### config.mk
export PLATFORM = sky130hd
export DESIGN_NAME = alu_entry_fsm
export DESIGN_NICKNAME = d
export VERILOG_FILES = /design/src/rtl/alu_entry_pkg.sv /design/src/rtl/rise_pulse.sv /design/src/rtl/alu_entry_fsm.sv
export SDC_FILE = /design/constraint.sdc
export NUM_CORES = 1
export LEC_CHECK = 0
export CORE_ASPECT_RATIO = 0.7
export CORE_MARGIN = 1.5
export CORE_UTILIZATION = 29
export CTS_CLUSTER_DIAMETER = 80
export CTS_CLUSTER_SIZE = 40
export DETAILED_ROUTE_END_ITERATION = 6
export HOLD_SLACK_MARGIN = 0.15
export PLACE_DENSITY = 0.47
export SLEW_MARGIN = 10
export SYNTH_ARGS = -nofsm -noshare
export SYNTH_HDL_FRONTEND = slang
export SYNTH_HIERARCHICAL = 1
export SYNTH_SLANG_ARGS = --single-unit
### constraint.sdc
create_clock -name clk -period 3.5 [get_ports clk]
set_input_delay 0.525 -clock clk [delete_from_list [all_inputs] [get_ports clk]]
set_output_delay 0.525 -clock clk [all_outputs]
set_load 0.05 [all_outputs]
### src/rtl/alu_entry_pkg.sv
// alu_entry_pkg
// Shared definitions for the operand/opcode entry controller:
//   - state_t : FSM state encoding, also driven onto the LED state port
//   - DEF_*   : default operand width, opcode width and watchdog limit
package alu_entry_pkg;

    typedef enum logic [2:0] {
        ST_LOAD_A  = 3'd0,
        ST_LOAD_B  = 3'd1,
        ST_LOAD_OP = 3'd2,
        ST_EXEC    = 3'd3,
        ST_SHOW    = 3'd4
    } state_t;

    localparam int DEF_WIDTH   = 4;
    localparam int DEF_OPW     = 3;
    localparam int DEF_TIMEOUT = 255;

endpackage

### src/rtl/rise_pulse.sv
// rise_pulse
// Turns a synchronized, debounced button level into a one-cycle pulse on
// its rising edge.
//   clk   in  system clock
//   rst   in  synchronous active-high reset
//   level in  debounced button level
//   pulse out high for one cycle when level goes 0 -> 1
// The history flop resets to 1 so a button held through reset produces no
// pulse until it has been released and pressed again.
module rise_pulse (
    input  logic clk,
    input  logic rst,
    input  logic level,
    output logic pulse
);

    logic hist_q;
    logic hist_d;

    always_comb begin
        hist_d = level;
    end

    always_ff @(posedge clk) begin
        if (rst) begin
            hist_q <= 1'b1;
        end else begin
            hist_q <= hist_d;
        end
    end

    assign pulse = level & ~hist_q;

endmodule

### src/rtl/alu_entry_fsm.sv
// alu_entry_fsm
// Operand/opcode entry controller between the push-button debouncers and
// the ALU. ENTER presses step through A, B and opcode loads from the
// switches, then a one-cycle start is issued and the controller waits for
// alu_done, bounded by a cycle-count watchdog. CLEAR returns to the start
// and zeroes all entered values.
//   clk         in   system clock
//   rst         in   synchronous active-high reset
//   btn_enter   in   debounced ENTER level
//   btn_clear   in   debounced CLEAR level
//   sw          in   WIDTH switch value, sampled on ENTER
//   alu_done    in   ALU completion strobe (only honoured in EXEC)
//   op_a        out  WIDTH registered operand A
//   op_b        out  WIDTH registered operand B
//   opcode      out  OPW registered opcode (low bits of sw)
//   start       out  one-cycle ALU start, first EXEC cycle
//   state       out  current state code for LEDs
//   timeout_err out  sticky watchdog-expiry flag
module alu_entry_fsm
    import alu_entry_pkg::*;
#(
    parameter int WIDTH   = DEF_WIDTH,
    parameter int OPW     = DEF_OPW,
    parameter int TIMEOUT = DEF_TIMEOUT
) (
    input  logic             clk,
    input  logic             rst,
    input  logic             btn_enter,
    input  logic             btn_clear,
    input  logic [WIDTH-1:0] sw,
    input  logic             alu_done,
    output logic [WIDTH-1:0] op_a,
    output logic [WIDTH-1:0] op_b,
    output logic [OPW-1:0]   opcode,
    output logic             start,
    output logic [2:0]       state,
    output logic             timeout_err
);

    localparam int             WD_W    = $clog2(TIMEOUT + 1);
    localparam logic [WD_W-1:0] WD_LAST = WD_W'(TIMEOUT - 1);

    logic enter_rise;
    logic clear_rise;

    state_t           state_q,  state_d;
    logic [WIDTH-1:0] op_a_q,   op_a_d;
    logic [WIDTH-1:0] op_b_q,   op_b_d;
    logic [OPW-1:0]   opcode_q, opcode_d;
    logic             start_q,  start_d;
    logic             err_q,    err_d;
    logic [WD_W-1:0]  wd_q,     wd_d;

    rise_pulse u_enter_rise (
        .clk   (clk),
        .rst   (rst),
        .level (btn_enter),
        .pulse (enter_rise)
    );

    rise_pulse u_clear_rise (
        .clk   (clk),
        .rst   (rst),
        .level (btn_clear),
        .pulse (clear_rise)
    );

    always_ff @(posedge clk) begin
        if (rst) begin
            state_q  <= ST_LOAD_A;
            op_a_q   <= '0;
            op_b_q   <= '0;
            opcode_q <= '0;
            start_q  <= 1'b0;
            err_q    <= 1'b0;
            wd_q     <= '0;
        end else begin
            state_q  <= state_d;
            op_a_q   <= op_a_d;
            op_b_q   <= op_b_d;
            opcode_q <= opcode_d;
            start_q  <= start_d;
            err_q    <= err_d;
            wd_q     <= wd_d;
        end
    end

    always_comb begin
        state_d  = state_q;
        op_a_d   = op_a_q;
        op_b_d   = op_b_q;
        opcode_d = opcode_q;
        start_d  = 1'b0;   // start is only ever a single-cycle pulse
        err_d    = err_q;
        wd_d     = wd_q;

        if (clear_rise) begin
            // CLEAR outranks any simultaneous ENTER or alu_done.
            state_d  = ST_LOAD_A;
            op_a_d   = '0;
            op_b_d   = '0;
            opcode_d = '0;
            err_d    = 1'b0;
            wd_d     = '0;
        end else begin
            case (state_q)
                ST_LOAD_A: begin
                    if (enter_rise) begin
                        op_a_d  = sw;
                        state_d = ST_LOAD_B;
                    end
                end
                ST_LOAD_B: begin
                    if (enter_rise) begin
                        op_b_d  = sw;
                        state_d = ST_LOAD_OP;
                    end
                end
                ST_LOAD_OP: begin
                    if (enter_rise) begin
                        opcode_d = sw[OPW-1:0];
                        state_d  = ST_EXEC;
                        start_d  = 1'b1;
                        wd_d     = '0;
                        err_d    = 1'b0;
                    end
                end
                ST_EXEC: begin
                    // wd_q counts EXEC cycles already spent; expiry on the
                    // TIMEOUT-th cycle makes SHOW appear exactly TIMEOUT
                    // cycles after the start cycle. Completion wins a tie.
                    if (alu_done) begin
                        state_d = ST_SHOW;
                    end else if (wd_q == WD_LAST) begin
                        err_d   = 1'b1;
                        state_d = ST_SHOW;
                    end else begin
                        wd_d = wd_q + WD_W'(1);
                    end
                end
                ST_SHOW: begin
                    if (enter_rise) begin
                        state_d = ST_LOAD_A;
                    end
                end
                default: begin
                    // Unused codes 5..7 fall back to the entry point.
                    state_d = ST_LOAD_A;
                end
            endcase
        end
    end

    assign op_a        = op_a_q;
    assign op_b        = op_b_q;
    assign opcode      = opcode_q;
    assign start       = start_q;
    assign state       = state_q;
    assign timeout_err = err_q;

endmodule

==> summary.txt <==
Synthesis
  • Synth Net Count: 144
  • Main combinational cell family by area after synthesis: simple AND/OR/NAND/NOR gates
  • Post-Synth XOR/XNOR Area: 0%
  • Sequential share of the synthesized area: 43.5%
  • Post-Synthesis Cell Area: 0.00120 mm2
  • Simple-Gate Fraction of Synth Area: 30.1%
  • Area leader, netlist: dfxtp_1
  • Synth Area in Adders: 2.09%
  • Synth Warn #: 6
  • Top post-synthesis cells by area: dfxtp_1, mux2i_1, nor2_1
  • Top cell type's share of synthesized area: 43.5%
  • Multiplexer share of the synthesized area: 9.21%
  • Compound-Gate Fraction of Synth Area: 11.6%
  • Cells after Synth: 133
  • FF+latch count, synth: 26
  • Synth unique cells: 34
  • Synth Area per Inst: 8.99 um2

Die
  • Die ar.: 0.00453 mm2
  • Core Area: 0.00395 mm2
  • Initial core utilization: 30.3%
  • I/O pins: 25
  • FP Rows: 19
  • Die width: 79.8 um
  • Die Height: 56.7 um

CTS
  • Cts repair resizes: 0
  • TritonCTS clock tree: built
  • CTS sink cnt: 26
  • Num CTS Buffers: 3
  • Root Driver: clkbuf_8
  • H-tree depth: 1
  • Postcts setup bufs: 0
  • Cts hold-fix bufs: 0
  • Worst-Skew Late Latency: 0.27 ns
  • CTS Buffer Depth: 2
  • Worst-path clk slew: 0.09 ns

Routing
  • DRC Markers: 0
  • Avg WL per Cell: 13.7 um
  • DRT iter0 DRCs: 39
  • Total iterations of the first detailed-routing run: 4
  • DRT Wirelength: 2850 um
  • Post-DRT Antenna Nets: 0
  • DR vias: 1024
  • Avg Vias per Cell: 4.92

Worst setup path
  • Crit path buf inv count: 1
  • CP max stage cell: or3_4
  • R2r startpoint: u_clear_rise/hist_q$_SDFF_PP1_
  • Critical path endpoint category: flop
  • Crit-path cells: clkdlybuf4s50_1 > nor2b_1 > or2_1 > or3_4 > or4_1 > nand3_1
  • Worst-case reg-to-reg path depth: 5
  • CP Depth: 6
  • Critical Path Source Type: input port
  • Crit-path max FO: 21
  • Critical path launch point: btn_clear
  • Setup slack, reg-to-reg: 1.51 ns
  • CP arrival: 2.64 ns
  • Critical R2R Capture: wd_q[4]$_SDFFE_PP0P_
  • WP data required: 3.72 ns
  • CP max stage delay: 0.51 ns
  • Crit path kind: in2reg
  • End of the critical path: wd_q[4]$_SDFFE_PP0P_
  • Crit-path leading delay family: simple AND/OR/NAND/NOR gates

Run status
  • Outcome: complete, no violations

STA
  • Clock Skew: 0.00276 ns
  • Worst-Margin Slew: 0.841 ns
  • Crit path time final: 2.43 ns
  • Final hold violation count: 0
  • Final setup viols: 0
  • Max Slew Vio Count: 0
  • Max_slew headroom: 43.5%
  • RSZ-0062 raised after global routing: false
  • Tcrit/Tclk final: 69.3%
  • Setup TNS: 0 ns
  • Max Clk Rate: 412 MHz

Power and ir drop
  • Pleak: 0.539 nW
  • Cell Pwr Density: 387 mW/mm2
  • Sequential share of power: 50.8%
  • Net Sw Frac: 21.1%
  • Switching power total: 0.126 mW
  • Part of the power in the clock network: 42.1%
  • Internal Power: 0.470 mW
  • VDD IR-drop max: 0.000209 V
  • Combinational power share: 7.2%

Placement
  • Routability cong.: 0.707
  • Cells after DPL: 204
  • HPWL after DPL: 2040 um
  • Port Buffer Count: 24

Global route
  • GRT Total Usage: 13.2%
  • Global-route wire length before repair: 4570 um
  • Initial antenna violation count: 0
  • Largest net degree at the start of global routing: 22
  • Number of global-route vias before repair: 957
  • Total gr overflow: 0

Layout
  • Fill cells: 407
  • Share of layout cells above drive strength 1: 7.69%
  • Fin nets: 168
  • Post-route insts no fill: 208
  • Layout area overhead: 29.0%
  • Diode count: 0

Hold path
  • Hold Crit Class: reg2reg
  • Hold Path Depth: 1

Flow run
  • Max-cap violation count: 0
power groups by stage:
stage                     registers, mW  logic [mW]  clock network (mW)
after global routing              0.304      0.0462               0.272
after floorplan                   0.316      0.0184                   0
after CTS                         0.303      0.0431               0.260
after global placement            0.310      0.0422                   0
after detailed placement          0.310      0.0429                   0
final                             0.303      0.0427               0.251
how the worst min path moves through the flow:
| stage | from | to | slack (ns) |
|---|---|---|---|
| 2_1_floorplan | wd_q[7]$_SDFFE_PP0P_ | wd_q[7]$_SDFFE_PP0P_ | 0.46 |
| 3_3_place_gp | timeout_err$_SDFFE_PP0P_ | timeout_err$_SDFFE_PP0P_ | 0.48 |
| 3_5_place_dp | timeout_err$_SDFFE_PP0P_ | timeout_err$_SDFFE_PP0P_ | 0.48 |
| 4_1_cts | wd_q[7]$_SDFFE_PP0P_ | wd_q[7]$_SDFFE_PP0P_ | 0.51 |
| 5_1_grt | op_b[2]$_SDFFE_PP0P_ | op_b[2]$_SDFFE_PP0P_ | 0.52 |
| 6_report | timeout_err$_SDFFE_PP0P_ | timeout_err$_SDFFE_PP0P_ | 0.50 |
Yosys cell counts:
cell and count:
o211ai_1 2, nor4b_2 1, clkbuf_1 3, o21a_1 1, buf_6 1, nor4b_1 1, nand3b_1 1, nor2b_1 4
a21oi_1 7, and4_1 1, or2_1 4, nand2_1 12, and3b_2 1, or4_1 4, nor3_1 2, a31oi_1 2
a21o_2 1, or3_4 1, nand3_1 7, nor2_1 15, buf_4 1, nand3b_4 1, nor4_1 2, inv_1 3
or2_2 1, dfxtp_1 26, mux2i_1 11, or3_2 2, and2_1 1, nand4_1 2, o21ai_0 7, ha_1 2
o311ai_0 2, a211oi_1 1
kinds of logic (layout without fill, tap and decap cells):
family / Yosys count / in the layout
AO/OA/AOI/OAI: 23 / 23
flip-flops: 26 / 26
AND/OR/NAND/NOR: 63 / 63
adder cells (fa/ha/maj): 2 / 2
buffers and inverters: 8 / 31
multiplexers: 11 / 11
routing by layer:
metal / GRT usage, % / share of wire [%] / vias up
met5: 0 / 0 / -
met2: 18.6 / 43 / 19
met1: 18.9 / 52 / 477
met4: 4.93 / 1.1 / 0
met3: 3.90 / 3.4 / 5
li1: - / - / 523
through the flow:
stage / util, % / power, mW / hold WS (ns) / area (um2) / worst slack [ns]
2_1_floorplan: - / 0.334 / 0.464 / 1200 / 1.60
3_3_place_gp: 37.3 / 0.352 / 0.477 / 1470 / 0.829
3_5_place_dp: 37.3 / 0.353 / 0.484 / 1470 / 0.777
4_1_cts: 39.1 / 0.606 / 0.509 / 1540 / 1.07
5_1_grt: 39.1 / 0.622 / 0.525 / 1540 / 0.954
6_report: 39.1 / 0.597 / 0.498 / 1540 / 1.07
flip-flops by register name, summed over array words and instances, names as in the netlist:
| name | count |
|---|---|
| state | 3 |
| op_b | 4 |
| op_a | 4 |
| start | 1 |
| u_enter_rise/hist_q | 1 |
| timeout_err | 1 |
| opcode | 3 |
| wd_q | 8 |
| u_clear_rise/hist_q | 1 |
area by class of cell:
class,instances,area (um2),area share [%]
Sequential cell,26,520,33.7
Timing Repair Buffer,24,240,15.6
Inverter,3,11.3,0.730
Tap cell,52,65.1,4.22
Clock inverter,1,30.0,1.95
Multi-Input combinational cell,99,634,41.1
Clock buffer,3,41.3,2.68
cell usage in the layout, fill, tap and decap left out, types with 2 or more instances in the layout:
cell,count
nor2_1,15
clkdlybuf4s50_1,24
o211ai_1,2
nand4_1,2
a31oi_1,2
ha_1,2
nand3_1,7
o311ai_0,2
or4_1,4
mux2i_1,11
nand2_1,12
nor2b_1,4
or2_1,4
dfxtp_1,26
nor3_1,2
o21ai_0,7
nor4_1,2
inv_1,3
a21oi_1,7
clkbuf_8,3
or3_2,2
Note: power is estimated with default switching activity, not from simulation.
